===== src/rtl/scroll_pkg.sv =====
// Shared types for the scroll sequencer.
//   cmd_op_t : command opcodes carried on cmd_op
//   state_t  : controller sequencing states
package scroll_pkg;

  typedef enum logic [1:0] {
    CmdNop    = 2'd0,
    CmdSetPos = 2'd1,
    CmdSetVel = 2'd2,
    CmdHalt   = 2'd3
  } cmd_op_t;

  typedef enum logic [1:0] {
    StIdle    = 2'd0,
    StPending = 2'd1,
    StApply   = 2'd2
  } state_t;

endpackage


===== src/rtl/offset_step.sv =====
// Combinational offset step for one axis: result = normalize(base + inc).
// Normalization is wrap modulo SIZE when SCROLL_WRAP_EN is defined,
// otherwise saturation to [0, SIZE-1].
// Ports:
//   base   : current offset or raw position operand (signed)
//   inc    : per-frame velocity, or zero for pure normalization (signed)
//   result : normalized offset in [0, SIZE-1]
module offset_step #(
  parameter int unsigned WIDTH = 12,
  parameter int unsigned SIZE  = 640
) (
  input  logic signed [WIDTH-1:0] base,
  input  logic signed [WIDTH-1:0] inc,
  output logic signed [WIDTH-1:0] result
);

  localparam logic signed [WIDTH:0] SizeW = (WIDTH+1)'(SIZE);
  localparam logic signed [WIDTH:0] MaxW  = (WIDTH+1)'(SIZE - 1);

  logic signed [WIDTH:0] sum;
  logic signed [WIDTH:0] fixed;

  always_comb begin
    // One extra bit so base + inc can never overflow.
    sum = {base[WIDTH-1], base} + {inc[WIDTH-1], inc};
`ifdef SCROLL_WRAP_EN
    // Single correction step; operands are bounded so one is enough.
    if (sum[WIDTH]) begin
      fixed = sum + SizeW;
    end else if (sum >= SizeW) begin
      fixed = sum - SizeW;
    end else begin
      fixed = sum;
    end
`else
    if (sum[WIDTH]) begin
      fixed = '0;
    end else if (sum >= SizeW) begin
      fixed = MaxW;
    end else begin
      fixed = sum;
    end
`endif
    result = fixed[WIDTH-1:0];
  end

endmodule


===== src/rtl/scroll_controller.sv =====
// Frame-synchronous scroll sequencer. Accepts position/velocity commands over
// a valid/ready handshake and commits them only at frame boundaries; in idle
// frames the offsets advance by the current velocity.
// Build option: SCROLL_WRAP_EN selects wrap-around (defined) or saturation.
// Ports:
//   clk, rst_n          : clock, synchronous active-low reset
//   frame_start         : one-cycle pulse at start of vertical blanking
//   cmd_valid/cmd_ready : command handshake
//   cmd_op              : 0 NOP, 1 SET_POS, 2 SET_VEL, 3 HALT
//   cmd_dh, cmd_dv      : signed operands (position or velocity)
//   hoffset, voffset    : registered signed offsets
//   offset_update       : pulses in any cycle the offsets are written
module scroll_controller
  import scroll_pkg::*;
#(
  parameter int unsigned HWIDTH = 12,
  parameter int unsigned VWIDTH = 12,
  parameter int unsigned HSIZE  = 640,
  parameter int unsigned VSIZE  = 480
) (
  input  logic                     clk,
  input  logic                     rst_n,
  input  logic                     frame_start,
  input  logic                     cmd_valid,
  output logic                     cmd_ready,
  input  logic [1:0]               cmd_op,
  input  logic signed [HWIDTH-1:0] cmd_dh,
  input  logic signed [VWIDTH-1:0] cmd_dv,
  output logic signed [HWIDTH-1:0] hoffset,
  output logic signed [VWIDTH-1:0] voffset,
  output logic                     offset_update
);

  state_t                   state_q;
  cmd_op_t                  op_q;
  logic signed [HWIDTH-1:0] dh_q, hvel_q, hoffset_q;
  logic signed [VWIDTH-1:0] dv_q, vvel_q, voffset_q;
  logic                     update_q;
  logic                     ready_q;

  logic signed [HWIDTH-1:0] h_base, h_inc, h_step;
  logic signed [VWIDTH-1:0] v_base, v_inc, v_step;

  // The same steppers serve motion, SET_VEL (motion with the new velocity)
  // and SET_POS (normalize operand with zero increment).
  always_comb begin
    h_base = hoffset_q;
    v_base = voffset_q;
    h_inc  = hvel_q;
    v_inc  = vvel_q;
    if (state_q == StApply) begin
      if (op_q == CmdSetPos) begin
        h_base = dh_q;
        v_base = dv_q;
        h_inc  = '0;
        v_inc  = '0;
      end else if (op_q == CmdSetVel) begin
        h_inc = dh_q;
        v_inc = dv_q;
      end
    end
  end

  offset_step #(
    .WIDTH(HWIDTH),
    .SIZE (HSIZE)
  ) u_hstep (
    .base  (h_base),
    .inc   (h_inc),
    .result(h_step)
  );

  offset_step #(
    .WIDTH(VWIDTH),
    .SIZE (VSIZE)
  ) u_vstep (
    .base  (v_base),
    .inc   (v_inc),
    .result(v_step)
  );

  always_ff @(posedge clk) begin
    if (!rst_n) begin
      state_q   <= StIdle;
      op_q      <= CmdNop;
      dh_q      <= '0;
      dv_q      <= '0;
      hvel_q    <= '0;
      vvel_q    <= '0;
      hoffset_q <= '0;
      voffset_q <= '0;
      update_q  <= 1'b0;
      ready_q   <= 1'b0;
    end else begin
      update_q <= 1'b0;
      unique case (state_q)
        StIdle: begin
          ready_q <= 1'b1;
          // Motion uses the old velocity even if a command is captured now.
          if (frame_start) begin
            hoffset_q <= h_step;
            voffset_q <= v_step;
            update_q  <= 1'b1;
          end
          if (cmd_valid && ready_q && (cmd_op_t'(cmd_op) != CmdNop)) begin
            op_q    <= cmd_op_t'(cmd_op);
            dh_q    <= cmd_dh;
            dv_q    <= cmd_dv;
            state_q <= StPending;
            ready_q <= 1'b0;
          end
        end
        StPending: begin
          if (frame_start) begin
            state_q <= StApply;
          end
        end
        StApply: begin
          unique case (op_q)
            CmdSetPos: begin
              hoffset_q <= h_step;
              voffset_q <= v_step;
              update_q  <= 1'b1;
            end
            CmdSetVel: begin
              hvel_q    <= dh_q;
              vvel_q    <= dv_q;
              hoffset_q <= h_step;
              voffset_q <= v_step;
              update_q  <= 1'b1;
            end
            CmdHalt: begin
              hvel_q <= '0;
              vvel_q <= '0;
            end
            default: ;
          endcase
          state_q <= StIdle;
          ready_q <= 1'b1;
        end
        default: begin
          state_q <= StIdle;
        end
      endcase
    end
  end

  assign cmd_ready     = ready_q;
  assign hoffset       = hoffset_q;
  assign voffset       = voffset_q;
  assign offset_update = update_q;

endmodule


===== config.mk =====
export PLATFORM = sky130hd
export DESIGN_NAME = scroll_controller
export DESIGN_NICKNAME = d
export VERILOG_FILES = /design/src/rtl/scroll_pkg.sv /design/src/rtl/offset_step.sv /design/src/rtl/scroll_controller.sv
export SDC_FILE = /design/constraint.sdc
export NUM_CORES = 1
export LEC_CHECK = 0
export CELL_PAD_IN_SITES_DETAIL_PLACEMENT = 1
export CELL_PAD_IN_SITES_GLOBAL_PLACEMENT = 2
export CORE_MARGIN = 2
export CORE_UTILIZATION = 38
export CTS_CLUSTER_DIAMETER = 40
export DETAILED_ROUTE_END_ITERATION = 10
export DONT_BUFFER_PORTS = 1
export PLACE_DENSITY_LB_ADDON = 0.1
export SYNTH_ARGS = -nofsm -noshare
export SYNTH_HDL_FRONTEND = slang
export SYNTH_SLANG_ARGS = --single-unit

===== constraint.sdc =====
create_clock -name clk -period 5.1 [get_ports clk]
set_input_delay 0.51 -clock clk [delete_from_list [all_inputs] [get_ports clk]]
set_output_delay 0.51 -clock clk [all_outputs]
set_load 0.01 [all_outputs]

# [Word level (Yosys, flattened, before mapping)]
# Index checks and enable logic that the tools add are counted.
[classes] n_addsub=2 multipliers=0 n_div=0 n_lt_le_gt_ge=2 n_eq_ne=9 shifts=0 n_mux=30 bitwise=0 n_reduce_logical=11
[op_table] cell="12-bit 2-to-1 mux" count=18
[op_table] cell="12-bit case mux with 2 select lines" count=4
[op_table] cell="12-bit by 12-bit adder with 13-bit output" count=2
[op_table] cell="13-bit by 10-bit greater-or-equal comparator with 1-bit output, second input constant" count=1
[op_table] cell="13-bit by 11-bit greater-or-equal comparator with 1-bit output, second input constant" count=1
[op_table] cell="2-bit != test, second input constant" count=4
[op_table] cell="2-bit equality test, second input constant" count=3
[op_table] cell="2-bit AND reduction" count=3
[op_table] cell="2-bit nonzero test" count=3
[op_table] cell="2-bit by 1-bit equality test with 1-bit output, second input constant" count=2
[op_table] cell="2-bit 2-to-1 mux" count=2
[op_table] cell="1-bit case mux with 2 select lines" count=2
[op_table] cell="2-bit case mux with 2 select lines" count=1
[op_table] cell="1-bit 2-to-1 mux" count=3
[op_table] cell="3-bit AND reduction" count=1
[op_table] cell="1-bit logical AND" count=2
[op_table] cell="2-bit zero test" count=1
[op_table] cell="2-bit OR reduction" count=1
[totals] regBits=78 latch_bits=0 ram_bits=0 rom_bits=0 elab_cells=64 n_memories=0

# [Logic depth before layout (Yosys ltp)]
# Gate-level depths: netlist (run 1).
[logic_depth] ltp_word=10 ltp_mapped=17 mapped_depth_nobuf=15

# [Hierarchy]
# From an unflattened synthesis (run 1), not the netlist that was laid out.
[unflattened] hier_cells=609 hier_area_um2=5227.5
[modules_own_cells] mod="scroll_controller" n_inst=1 cells_per_inst=410 area_each_um2=3724.8
[modules_own_cells] mod="offset_step (u_hstep)" n_inst=1 cells_per_inst=99 area_each_um2=762.0
[modules_own_cells] mod="offset_step (u_vstep)" n_inst=1 cells_per_inst=100 area_each_um2=740.7

# [Worst setup path before layout (run 1)]
# OpenSTA, ideal clock, no wires.
[synth_timing] path_kind="flip-flop to flip-flop" from="register state_q[1]" to="register hoffset_q[7], in the netlist hoffset[7]" setup_time_ns=0.117 arrival_ns=3.431 required_ns=4.983 slack_ns=1.552 path_stages_with_launch=13 n_path_buf=2 period_less_slack_ns=3.548 path_cell_list="dfxtp_1 nor2b_1 and2_1 clkbuf_1 buf_2 mux2_2 ha_1 a211o_1 o21a_1 or3b_1 a22o_4 nor2b_4 a32o_1"
[synth_via] elab_chain_len=8
[synth_rtl] item="from (decl)" line="scroll_controller.sv:34" text="state_t state_q;"
[synth_rtl] item="from (signal assigned)" line="scroll_controller.sv:84" text="state_q <= StIdle;"
[synth_rtl] item="from (signal assigned)" line="scroll_controller.sv:109" text="state_q <= StPending;"
[synth_rtl] item="from (signal assigned)" line="scroll_controller.sv:115" text="state_q <= StApply;"
[synth_rtl] item="2-bit equality test" line="scroll_controller.sv:51, scroll_controller.sv:96"
[synth_rtl] item="12-bit 2-to-1 mux" line="scroll_controller.sv:51" text="if (state_q == StApply) begin"
[synth_rtl] item="12-bit by 12-bit adder with 13-bit output" line="offset_step.sv:25" text="sum = {base[WIDTH-1], base} + {inc[WIDTH-1], inc};"
[synth_rtl] item="13-bit by 11-bit greater-or-equal comparator with 1-bit output" line="offset_step.sv:38" text="end else if (sum >= SizeW) begin"
[synth_rtl] item="12-bit 2-to-1 mux" line="offset_step.sv:38"
[synth_rtl] item="12-bit 2-to-1 mux" line="offset_step.sv:36" text="if (sum[WIDTH]) begin"
[synth_rtl] item="12-bit 2-to-1 mux, on equally long branches" line="scroll_controller.sv:119, scroll_controller.sv:100"
[synth_rtl] item="12-bit case mux with 2 select lines" line="scroll_controller.sv:96" text="unique case (state_q)"
[synth_rtl] item="to (signal assigned)" line="scroll_controller.sv:101" text="hoffset_q <= h_step;"
[synth_rtl] item="to (signal assigned)" line="scroll_controller.sv:121" text="hoffset_q <= h_step;"
[synth_rtl] item="to (signal assigned)" line="scroll_controller.sv:128" text="hoffset_q <= h_step;"
[synth_rtl] item="to (decl)" line="scroll_controller.sv:36" text="logic signed [HWIDTH-1:0] dh_q, hvel_q, hoffset_q;"
# Several ways; a longest one is shown, not always the timed one. The select of a mux whose other input is x is not followed.
# A chain may end at the register's enable or synchronous reset.

# [Worst setup path in the final report (run 1)]
[layout_timing] from="register state_q[1]" to="register hoffset_q[8], in the netlist hoffset[8]"
# Same word-level chain as after synthesis.

==> summary.txt, run 1 <==
Yosys
  – Flops & latches, synth: 78
  – Synth cell count leaders: 113 x nand2_1, 78 x dfxtp_1, 46 x a21oi_1
  – Synth top area share: 33.4%
  – Ranking of synthesized cells by area: dfxtp_1 33%, nand2_1 9.1%, ha_1 7.5%
  – Synth Instances: 573
  – Syn Area/Cell: 8.17 um^2
  – Post-synth EDFFs: 0
  – Netlist cell types: 53
  – Sequential-to-total area share from yosys stat: 33.4%
  – Post-Synthesis Cell Area: 0.00468 mm^2
  – Main synth FF type: dfxtp_1
  – Top cell type by total area after synthesis: dfxtp_1
  – Synthesized net count: 633
  – YS warnings: 0
  – Count leader, synth: nand2_1
  – FFs w/ async S/R, synth: 0%

Floorplan
  – Die Wd: 115 um
  – Core area: 0.0120 mm^2
  – Die height: 115 um
  – Boundary Pins: 56
  – Starting Density: 39.0%
  – Rows: 40
  – Die area: 0.0132 mm^2

Place
  – Post-DP HPWL: 9.55 mm
  – Pre-CTS WS: 1.00 ns
  – GPL Wtd Cong: 0.885
  – Port Buf Inserts: 0

CTS
  – Clock latency on the worst-skew pair: 0.35 ns
  – Clock Path Buffers: 2
  – TritonCTS clock tree: yes
  – Postcts setup bufs: 0
  – Clock Tree Root: clkbuf_16
  – Worst-path clk slew: 0.06 ns
  – Htree depth: 3
  – Clock Sink Count: 78
  – # resized after CTS: 0
  – TritonCTS buffer count: 9
  – Hold_buf cts: 0

Setup path
  – CP endpoint kind: register
  – CP peak stage delay: 0.76 ns
  – Nature of the critical path startpoint: register
  – Data arrival, critical path: 4.34 ns
  – R2R depth: 11
  – Worst R2R End: hoffset[8]
  – Crit Path Class: register to register
  – Critical Path Most Common Cell: nor2b_1
  – Critical path required time: 5.34 ns
  – R2R setup slack: 1.00 ns
  – CP Cell Sequence: nor2b_1, and2_1, mux2_2, ha_1, a21oi_1, o21ai_0, a211oi_1, nor2b_1, o221ai_1, clkinv_1, a32o_1
  – Worst Path Max Fanout: 22
  – R2R Path Start: state_q[1]
  – Slowest CP cell: and2_1

Worst hold path
  – Hold path depth: 2
  – Hold_sp: frame_start
  – Hold endpoint: state_q[1]
  – HP Class: input pin to register

Run status
  – Run status: complete, no violations

Drt
  – WL/cell: 18.3 um
  – DRT iter0 DRCs: 186
  – TritonRoute pass-1 iters: 4
  – WL final: 13.0 mm
  – Via/cell ratio: 5.64
  – # DRC: 0
  – Antenna-violating nets left: 0
  – DR vias: 3998

Power and ir drop
  – Power per cell area: 270 mW/mm^2
  – P_leak: 2.00 nW
  – Final Power: 1.38 mW
  – Max rail drop VDD: 0.243 mV

Finish
  – P&R area growth vs syn: 9.03%
  – Share of cells above drive strength 1: 9.07%
  – Final net count: 617
  – Antenna diodes: 0
  – Util after Layout: 42.5%

Global routing
  – Met2 Use GR: 34.5%
  – Met3 usage: 6.06%
  – Tot GR Track Use: 20.9%
  – First-pass GRT wire length: 21.4 mm
  – GR Overflow Total: 0
  – Vias in the first global route: 4135
  – Pin count of the biggest net entering global routing: 70
  – Global Route met1 Usage: 26.7%
  – Busiest grt layer: met2
  – Initial antenna violation count: 0

STA
  – Setup-failing EPs final: 0
  – Final Hold Viols: 0
  – Skew final: 0.00614 ns
  – Setup_tns: 0 ns
  – Final worst path period need: 4.10 ns
  – Max Slew Vio Count: 0
  – Worst-Margin Slew: 1.01 ns
  – Crit share post-route: 80.3%
  – Fmax: 244 MHz
  – Post-route worst setup slack: 1.00 ns
  – RSZ-0062 raised after global routing: false
  – Max-slew headroom: 32.6%

Run
  – Maximum Capacitance Violations: 0
[worst max-delay path by stage]
stage                    start         end  slack (ns)  depth (start not counted)
floorplan           state_q[1]  hoffset[7]        1.55                         12
global placement    state_q[1]  hoffset[8]        1.15                         11
detailed placement  state_q[1]  hoffset[8]        1.00                         13
CTS                 state_q[1]  hoffset[8]        0.97                         11
global route        state_q[1]  voffset[0]        0.59                         14
finish              state_q[1]  hoffset[8]        1.00                         11
[cell families after synthesis]
group,count (synthesis),share of synthesized area (%)
flops,78,33.4
compound gates,164,23.9
xor+xnor,15,2.81
mux,27,6.42
fa+ha+maj,30,8.34
buf+inv,49,4.01
simple gates,210,21.2
[final cells by class]
| class | count | area [um^2] |
|---|---|---|
| Clock buffer | 10 | 229 |
| Fill cell | 1454 | 6910 |
| Sequential cell | 78 | 1560 |
| Tap cell | 147 | 184 |
| Timing Repair Buffer | 6 | 45.0 |
| Multi-Input combinational cell | 446 | 2940 |
| Clock inverter | 6 | 86.3 |
| Inverter | 16 | 60.1 |
[per-stage QoR]
step	hold slack (ns)	instances	area, um^2
after floorplan	0.466	573	4680
after global placement	0.485	693	4790
after detailed placement	0.499	693	4790
after CTS	0.269	709	5100
after global routing	0.283	709	5100
final	0.280	709	5100
[flip-flops by register name, indices dropped and copies added, names as in the netlist]
name	flops
hoffset	12
hvel_q	12
state_q	2
vvel_q	12
offset_update	1
dv_q	12
cmd_ready	1
op_q	2
voffset	12
dh_q	12
[power breakdown]
group / switching (mW) / internal (mW) / total, mW / leakage (nW)
clock network: 0.264 / 0.428 / 0.692 / 0.152
registers: 0.0141 / 0.621 / 0.635 / 0.631
logic: 0.0318 / 0.0193 / 0.0511 / 1.21
[critical path, delay by kind of cell, from the launching register on]
kind                     cells  cell delay [ns]
AO/OA/AOI/OAI                5             1.30
adder cells (fa/ha/maj)      1             0.40
buffers and inverters        1             0.29
flip-flops                   1             0.39
multiplexers                 1             0.42
AND/OR/NAND/NOR              3             1.21
[placed cells by master, fill, tap and decap left out, types with 2 or more instances in the layout]
master,synthesis,routed
bufinv_16,0,2
a211oi_1,4,4
fa_1,2,2
clkinv_2,0,2
mux2_2,24,24
a22o_1,8,8
a21boi_0,28,28
ha_1,28,28
nor2_1,15,15
xnor2_1,8,8
xor2_1,7,7
inv_1,15,15
and3_1,8,8
a21o_1,4,4
o211ai_1,5,5
nand2_1,113,113
a21oi_1,46,46
a2bb2oi_1,2,2
a211oi_2,2,2
o21ai_0,17,17
o21a_1,3,3
buf_4,0,6
a31oi_1,4,4
a22oi_1,24,24
nor2b_1,26,26
nand3b_1,2,2
a32o_1,2,2
nand2b_1,10,10
nor4_1,2,2
o221ai_1,2,2
and2_1,10,10
mux2i_1,3,3
nand3_1,11,11
clkbuf_16,0,9
dfxtp_1,78,78
nor3_1,7,7
o21ai_1,3,3
[per-layer routing]
layer  vias to the layer above  routed length (um)
met2                        81                6070
met4                         0                 221
met3                        14                 720
met1                      1922                6000
met5                         -                   0
li1                       1981                   -
No activity file was read; power rests on OpenSTA's default activity.
==> run 2: changes to the inputs <==
==> constraint.sdc (replaced) <==
create_clock -name clk -period 4 [get_ports clk]
set_input_delay 0.4 -clock clk [delete_from_list [all_inputs] [get_ports clk]]
set_output_delay 0.4 -clock clk [all_outputs]
set_load 0.01 [all_outputs]
==> run 2 against run 1 <==
Largest cell class unchanged. Sequential share of layout area fell by 0.51 points. Via count rose by 0.20%. Critical path depth rose by 4. Clock skew barely moved. Critical endpoint is now voffset[5]. Critical path type unchanged. Largest power group unchanged. Wire length rose by 0.81%. Worst hold slack got worse by 0.10 ns. Sequential power rose by 28%. Combinational power rose by 32%. Cell area rose by 1.7%. Core utilization rose by 0.72 points. Setup slack got worse by 0.62 ns. Die area did not move.
==> summary.txt, run 2 (same netlist as run 1, synthesis figures left out) <==
CTS
  – Clock Path Buffers: 2 (unchanged)
  – Postcts setup bufs: 0 (unchanged)
  – Hold_buf cts: 0 (unchanged)
  – Htree depth: 3 (unchanged)
  – Worst-path clk slew: 0.06 ns (about the same)
  – Clock Sink Count: 78 (unchanged)
  – Clock latency on the worst-skew pair: 0.34 ns (about the same)
  – TritonCTS clock tree: yes
  – TritonCTS buffer count: 9 (unchanged)
  – Clock Tree Root: clkbuf_16

STA
  – RSZ-0062 raised after global routing: false
  – Final Hold Viols: 0 (unchanged)
  – Post-route worst setup slack: 0.378 ns (-0.625 ns)
  – Final worst path period need: 3.62 ns (-0.475 ns)
  – Fmax: 276 MHz (+13%)
  – Max Slew Vio Count: 0 (unchanged)
  – Worst-Margin Slew: 1.05 ns (+0.0353 ns)
  – Setup_tns: 0 ns (unchanged)
  – Skew final: 0.00602 ns (-0.000121 ns)
  – Hold_ws: 0.179 ns (-0.100 ns)
  – Setup-failing EPs final: 0 (unchanged)
  – Crit share post-route: 90.5% (+10 points)
  – Max-slew headroom: 30.3% (-2.4 points)

Worst hold path
  – Hold_sp: frame_start
  – Hold endpoint: state_q[1]
  – Hold path depth: 2 (unchanged)
  – HP Class: input pin to register

Place
  – Pre-CTS WS: 0.216 ns (-0.788 ns)
  – Post-Place Cell Area: 0.00488 mm^2 (+1.8%)
  – Post-Place Cells: 703 (+1.4%)
  – Port Buf Inserts: 0 (unchanged)
  – Post-DP HPWL: 9.79 mm (+2.5%)
  – GPL Wtd Cong: 0.858 (-3.1%)

Global routing
  – Initial antenna violation count: 0 (unchanged)
  – First-pass GRT wire length: 21.9 mm (+2.3%)
  – GR Overflow Total: 0 (unchanged)
  – Tot GR Track Use: 21.2% (+0.27 points)
  – Pin count of the biggest net entering global routing: 70 (unchanged)
  – Vias in the first global route: 4203 (+1.6%)

Drt
  – DR vias: 4006 (+0.20%)
  – WL final: 13.1 mm (+0.81%)
  – WL/cell: 18.2 um (-0.59%)
  – Via/cell ratio: 5.57 (-1.2%)
  – # DRC: 0 (unchanged)
  – TritonRoute pass-1 iters: 4 (unchanged)
  – Antenna-violating nets left: 0 (unchanged)
  – DRT iter0 DRCs: 152 (-18%)

Setup path
  – R2R depth: 15 (+4)
  – Slowest CP cell: dfxtp_1
  – Nature of the critical path startpoint: register
  – CP peak stage delay: 0.40 ns (-0.36 ns)
  – Critical path required time: 4.24 ns (-1.10 ns)
  – Worst Path Max Fanout: 7 (-68%)
  – R2R Path Start: state_q[1]
  – WP depth: 15 (+4)
  – Worst R2R End: voffset[5]
  – CP endpoint kind: register
  – R2R setup slack: 0.38 ns (-0.62 ns)
  – CP delay by family, top: compound AO/OA/AOI/OAI gates
  – WP buf/inv: 2 (+1)
  – Data arrival, critical path: 3.86 ns (-0.48 ns)
  – Critical Path Most Common Cell: a21oi_1
  – Crit Path Class: register to register
  – CP Cell Sequence: nor2b_2, and2_1, nand2_1, a21oi_1, ha_1, inv_1, fa_1, nand2b_1, a21oi_2, o21ai_0, a21oi_1, xor2_1, a211oi_2, buf_4, a22o_1

Finish
  – Finished Layout Cells: 719 (+1.4%)
  – Antenna diodes: 0 (unchanged)
  – Most common cell after layout, fill and taps aside: nand2_1
  – Share of cells above drive strength 1: 11.7% (+2.6 points)
  – Filler Cell Count: 1440 (-0.96%)
  – Final net count: 627 (+1.6%)
  – P&R area growth vs syn: 10.9%
  – Util after Layout: 43.2% (+0.72 points)
  – Post-route cell area: 0.00519 mm^2 (+1.7%)
  – Most frequent cells in the layout: 112 x nand2_1, 78 x dfxtp_1, 45 x a21oi_1

Power and ir drop
  – Max rail drop VDD: 0.272 mV (+12%)
  – Final Power: 1.71 mW (+24%)
  – Power per cell area: 329 mW/mm^2 (+22%)
  – P_leak: 2.05 nW (+2.6%)

Floorplan
  – Rows: 40 (unchanged)
  – Starting Density: 39.0% (unchanged)
  – Die area: 0.0132 mm^2 (unchanged)
  – Core area: 0.0120 mm^2 (unchanged)
  – Die Wd: 115 um (unchanged)
  – Die height: 115 um (unchanged)
  – Boundary Pins: 56 (unchanged)

Run
  – Maximum Capacitance Violations: 0 (unchanged)

Run status
  – Run status: complete, no violations
## run 2: changes by cell type in the layout (fill, tap and decap cells not counted), sizes merged
cell	before	now
inv	15	16
bufinv	2	1
buf	6	16
## run 2: power breakdown
group,internal [mW],switching [mW],leakage (nW)
sequential,0.791,0.0181,0.631
clock,0.498,0.334,0.148
combinational,0.0259,0.0415,1.27
total,1.32,0.393,2.05
## run 2: final cells by class
cell class                 instances  area [um^2]  area share [%]
multi-input combinational        446         2950            56.9
sequential                        78         1560            30.1
clock buffer                      10          239            4.60
tap                              147          184            3.54
timing repair buffer              16          133            2.56
clock inverter                     6         61.3            1.18
inverter                          16         60.1            1.16
## run 2: how the worst max path moves through the flow
stage                     startpoint         end  slack [ns]
after floorplan           state_q[1]  hoffset[7]        0.45
after global placement    state_q[1]  voffset[5]        0.33
after detailed placement  state_q[1]  voffset[5]        0.22
after CTS                 state_q[1]  voffset[5]        0.20
after global routing      state_q[1]  hoffset[7]        0.01
final                     state_q[1]  voffset[5]        0.38
## run 2: repair_timing
item / in CTS / in global routing
endpoints found under the hold margin: 0 / 0
resized for setup: 0 / 6
setup endpoints to repair: 0 / 17
## run 2: routing by layer
metal / wire (um) / vias to the layer above / share of wire (%) / global-route usage, %
met1: 6240 / 1932 / 48 / 27.2
met4: 137 / 0 / 1.0 / 5.06
met3: 539 / 11 / 4.1 / 5.17
met2: 6200 / 56 / 47 / 36.1
met5: 0 / - / 0 / 0
li1: - / 2007 / - / -
## run 2: worst register-to-register path: cells and delay by family, from the launching register on
family	cells	cell delay, ns
AO/OA/AOI/OAI	6	1.15
flip-flops	1	0.40
AND/OR/NAND/NOR	4	0.89
XOR/XNOR	1	0.25
adder cells (fa/ha/maj)	2	0.61
buffers and inverters	2	0.24
==> RTL edit 1 (settings of run 1) <==
`HWIDTH`: 12 -> 16.
--- a/src/rtl/scroll_controller.sv
+++ b/src/rtl/scroll_controller.sv
@@ -13,7 +13,7 @@
 module scroll_controller
   import scroll_pkg::*;
 #(
-  parameter int unsigned HWIDTH = 12,
+  parameter int unsigned HWIDTH = 16,
   parameter int unsigned VWIDTH = 12,
   parameter int unsigned HSIZE  = 640,
   parameter int unsigned VSIZE  = 480
Ports: changed (resized cmd_dh and hoffset); port bits go from 56 to 64. No check against the original RTL was run, so the function may have changed too.
==> RTL edit 1 against run 1 <==
  * First-iteration DRC count rose by 8.6%
  * Power rose by 3.7%
  * Highest routed layer unchanged
  * Design area rose by 9.9%
  * Largest cell class unchanged
  * Synthesized area rose by 10%
  * Wire length rose by 20%
  * Sequential cell count rose by 12
  * Setup slack got worse by 330 ps
  * Hold slack improved by 8.7 ps
  * Die area rose by 10%
  * Critical path type unchanged
==> RTL edit 1: results (changes against run 1) <==
[run_status]
outcome = finished, final reports clean  ; unchanged

[critical_path]
path_max_fanout = 32  ; was 22
cpMaxStageDelayCell = a41oi_1  ; was and2_1
r2r_cells = 15  ; was 11
crit_arrival_ps = 4720  ; was 4340 ps
critical_path.max_stage_delay_ps = 690  ; was 760 ps

[synth]
yosys-top-cells-count = nand2_1 (218), dfxtp_1 (90), a21oi_1 (85)  ; was nand2_1 (113), dfxtp_1 (78), a21oi_1 (46)
synth.distinct_cells = 55  ; was 53
ys_top_cells_by_area = dfxtp_1 (35%), nand2_1 (16%), a21oi_1 (8.2%)  ; was dfxtp_1 (33%), nand2_1 (9.1%), ha_1 (7.5%)
syn_avg_cell_area_um2 = 7.38  ; was 8.17 µm²
seq_area_frac_synth = 0.349  ; was 0.334
syn-num-nets = 767  ; was 633
ys_async_sr_fraction = 0  ; unchanged

[pwr]
seq-power_mw = 0.730  ; was 0.635 mW
power_leakage_nw = 2.35  ; was 2.00 nW
pwr-share-seq = 0.511  ; was 0.461
ir_drop_mv = 0.129  ; was 0.243 mV
p_clk_mw = 0.638  ; was 0.692 mW
sw_frac_of_total = 0.241  ; was 0.225

[global_route]
antenna_found_initial = 0  ; unchanged
grt_pass1_wl_um = 25600  ; was 21,400 µm
track_usage = 0.224  ; was 0.209
grt_pass1_vias = 4965  ; was 4,135
grt_max_degree = 66  ; was 70

[route]
wl_um = 15600  ; was 13,000 µm
drtIter0Drc = 202  ; was 186
vias = 4827  ; was 3,998

[sta]
report.final.slew_viol_count = 0  ; unchanged
max_slew.worst_pin.slew_ps = 1070  ; was 1010 ps
fin_skew_ps = 10.1  ; was 6.14 ps

[finish]
final_nets = 752  ; was 617
stdcell_count = 864  ; was 709
drive_gt1_frac = 0.0509  ; was 0.0907
nFillCells = 1694  ; was 1,454

[placement]
dp_hpwl_um = 11400  ; was 9550 µm
placed_cells = 850  ; was 693
gp_congestion = 0.835  ; was 0.885

[RTL edit 1: cell types whose count changed after synthesis, moves of 8 or more]
| cell | run 1 | this run |
|---|---|---|
| dfxtp_1 | 78 | 90 |
| a22o_1 | 8 | 0 |
| mux2_2 | 24 | 0 |
| a21oi_1 | 46 | 85 |
| nor2b_1 | 26 | 6 |
| nand2_1 | 113 | 218 |
| nor2_1 | 15 | 51 |
| a21boi_0 | 28 | 2 |
| nand2b_1 | 10 | 2 |
[RTL edit 1: cells by family (layout without fill, tap and decap cells)]
kind of cell / count (synthesis) / in the layout / synth area share
simple gates: 323 / 323 / 0.265
compound gates: 186 / 186 / 0.234
flops: 90 / 90 / 0.349
buf+inv: 48 / 36 / 0.0349
fa+ha+maj: 33 / 33 / 0.0828
xor+xnor: 19 / 19 / 0.0322
mux: 1 / 1 / 0.00194
[RTL edit 1: layout make-up]
type                    count  area share
repair buffers             10      0.0134
clock buffers              12      0.0457
flip-flops and latches     90       0.321
clock inverters             2     0.00245
multi-input cells         562       0.570
inverters                  12     0.00803
well taps                 176      0.0393
[RTL edit 1: worst paths after layout]
kind,slack (ps),startpoint,end
worst max-delay path,670,state_q[1],voffset[1]
worst max register to register,670,state_q[1],voffset[1]
worst min-delay path,290,cmd_dh[12],dh_q[12]
worst min register to register,500,dh_q[6],dh_q[6]
[RTL edit 1: routing by layer]
layer | global-route usage | part of all wire
met3 | 0.0458 | 0.036
met1 | 0.269 | 0.45
met5 | 0 | 0
met4 | 0.0945 | 0.027
met2 | 0.388 | 0.48
[RTL edit 1: through the flow]
stage | worst slack [ps] | instance area, µm²
floorplan | 1310 | 5160
global placement | 868 | 5340
detailed placement | 709 | 5340
CTS | 671 | 5610
global route | 304 | 5610
finish | 672 | 5610
==> RTL edit 2 (flow settings as in run 1) <==
Made on the original files. Encoding of `state_t`: now one-hot (3 bits for 3 states).
--- a/src/rtl/scroll_pkg.sv
+++ b/src/rtl/scroll_pkg.sv
@@ -10,10 +10,10 @@
     CmdHalt   = 2'd3
   } cmd_op_t;
 
-  typedef enum logic [1:0] {
-    StIdle    = 2'd0,
-    StPending = 2'd1,
-    StApply   = 2'd2
+  typedef enum logic [2:0] {
+    StIdle    = 3'b001,
+    StPending = 3'b010,
+    StApply   = 3'b100
   } state_t;
 
 endpackage
Function: no difference found for any inputs over 4 cycles, from zero or initial values and one cycle with rst_n low; so few cycles prove little.
==> RTL edit 2 against run 1 <==
  * Power down 3.5%
  * Sequential share of layout area up 1.1 points
  * Global-route usage up 1.6 points
  * First-iteration DRC count down 24%
  * Sequential cell count up 1
  * Design area down 2.1%
  * Combinational power up 9.2%
  * Synthesized area down 2.4%
  * Setup slack worse by 130 ps
  * Wire length up 6.1%
  * Clock skew about the same
==> RTL edit 2: results (changes against run 1) <==
[run_status]
outcome = finished, final reports clean  ; unchanged

[route]
drt-met1-wl_um = 5740  ; was 6000 µm
wl_met2_um = 7300  ; was 6070 µm
drtIter0Drc = 142  ; was 186
dr.pass1.iters = 6  ; was 4
wl_met3_um = 367  ; was 720 µm
vias_per_cell = 5.69  ; was 5.64
vias = 4106  ; was 3,998
wl_per_cell_um = 19.1  ; was 18.3 µm

[critical_path]
cpMaxStageDelayCell = a221oi_2  ; was and2_1
r2r_cells = 15  ; was 11
path_max_fanout = 9  ; was 22
r2r-end = hoffset[7]  ; was hoffset[8]
reg2reg_slack_ps = 870  ; was 1000 ps
crit_arrival_ps = 4500  ; was 4340 ps
r2r_start = state_q[2]  ; was state_q[1]
critical_path.max_stage_delay_ps = 670  ; was 760 ps

[global_route]
use_met3 = 0.0404  ; was 0.0606
grt_pass1_wl_um = 22500  ; was 21,400 µm
track_usage = 0.225  ; was 0.209
met1_usage = 0.249  ; was 0.267
grt_max_degree = 62  ; was 70
use_met2 = 0.422  ; was 0.345

[sta]
max_slew.worst_pin.slew_ps = 1090  ; was 1010 ps
fin_skew_ps = 6.59  ; was 6.14 ps

[placement]
gp_congestion = 0.813  ; was 0.885
dp_hpwl_um = 10300  ; was 9550 µm
placed_cells = 706  ; was 693

[pwr]
seq-power_mw = 0.644  ; was 0.635 mW
power_leakage_nw = 2.00  ; about the same
p_clk_mw = 0.630  ; was 0.692 mW
ir_drop_mv = 0.149  ; was 0.243 mV

[synth]
ys_top_cells_by_area = dfxtp_1 (35%), nand2_1 (9.9%), a21oi_1 (9.2%)  ; was dfxtp_1 (33%), nand2_1 (9.1%), ha_1 (7.5%)
syn-num-nets = 639  ; was 633
seq_area_frac_synth = 0.346  ; was 0.334
yosys-top-cells-count = nand2_1 (121), a21oi_1 (84), dfxtp_1 (79)  ; was nand2_1 (113), dfxtp_1 (78), a21oi_1 (46)
synthFlopType = dfxtp_1  ; unchanged
syn_inst = 579  ; was 573
synth.distinct_cells = 47  ; was 53

[hold_path]
min-delay-start = cmd_dh[7]  ; was frame_start
whs_endpoint = dh_q[7]  ; was state_q[1]

[finish]
final_nets = 630  ; was 617
drive_gt1_frac = 0.0991  ; was 0.0907

[cts]
cts-root-buf = clkbuf_16  ; unchanged

==> RTL edit 2: cell types whose count changed after synthesis, moves of 4 or more <==
cell	run 1	this run
a21boi_0	28	2
a21o_1	4	8
a21oi_1	46	84
a22o_1	8	1
a311oi_1	0	8
a31oi_1	4	0
nand2_1	113	121
nand3_1	11	4
nor2_1	15	42
nor2b_1	26	2
nor3_1	7	2
==> RTL edit 2: worst max-delay path by stage <==
stage / startpoint / end / cells after the start
after floorplan: state_q[2] / voffset[1] / 14
after global placement: state_q[2] / hoffset[7] / 15
after detailed placement: state_q[2] / hoffset[8] / 15
after CTS: state_q[2] / hoffset[7] / 15
after global routing: state_q[2] / hoffset[8] / 15
final: state_q[2] / hoffset[7] / 15
==> RTL edit 2: final cells by class <==
class / instances / area [µm²]
Fill cell: 1443 / 6860
Multi-Input combinational cell: 455 / 2820
Sequential cell: 79 / 1580
Clock buffer: 10 / 239
Tap cell: 147 / 184
Timing Repair Buffer: 10 / 75.1
Inverter: 15 / 56.3
Clock inverter: 6 / 42.5
==> RTL edit 2: kinds of logic (layout without fill, tap and decap cells) <==
logic type      after synthesis  in the layout  synth area share
compound gates              176            176             0.245
xor+xnor                     17             17            0.0326
fa+ha+maj                    30             30            0.0855
buf+inv                      45             41            0.0370
flops                        79             79             0.346
mux                          24             24            0.0592
simple gates                208            208             0.195
==> RTL edit 2: metrics by stage <==
step	cell area, µm²	setup WS [ps]	util	hold WS [ps]	total power [mW]
floorplan	4570	1060	-	459	0.692
CTS	5000	857	0.421	286	1.35
global placement	4720	927	0.398	490	0.714
finish	5000	871	0.421	292	1.33
detailed placement	4720	894	0.398	503	0.716
global route	5000	315	0.421	294	1.38
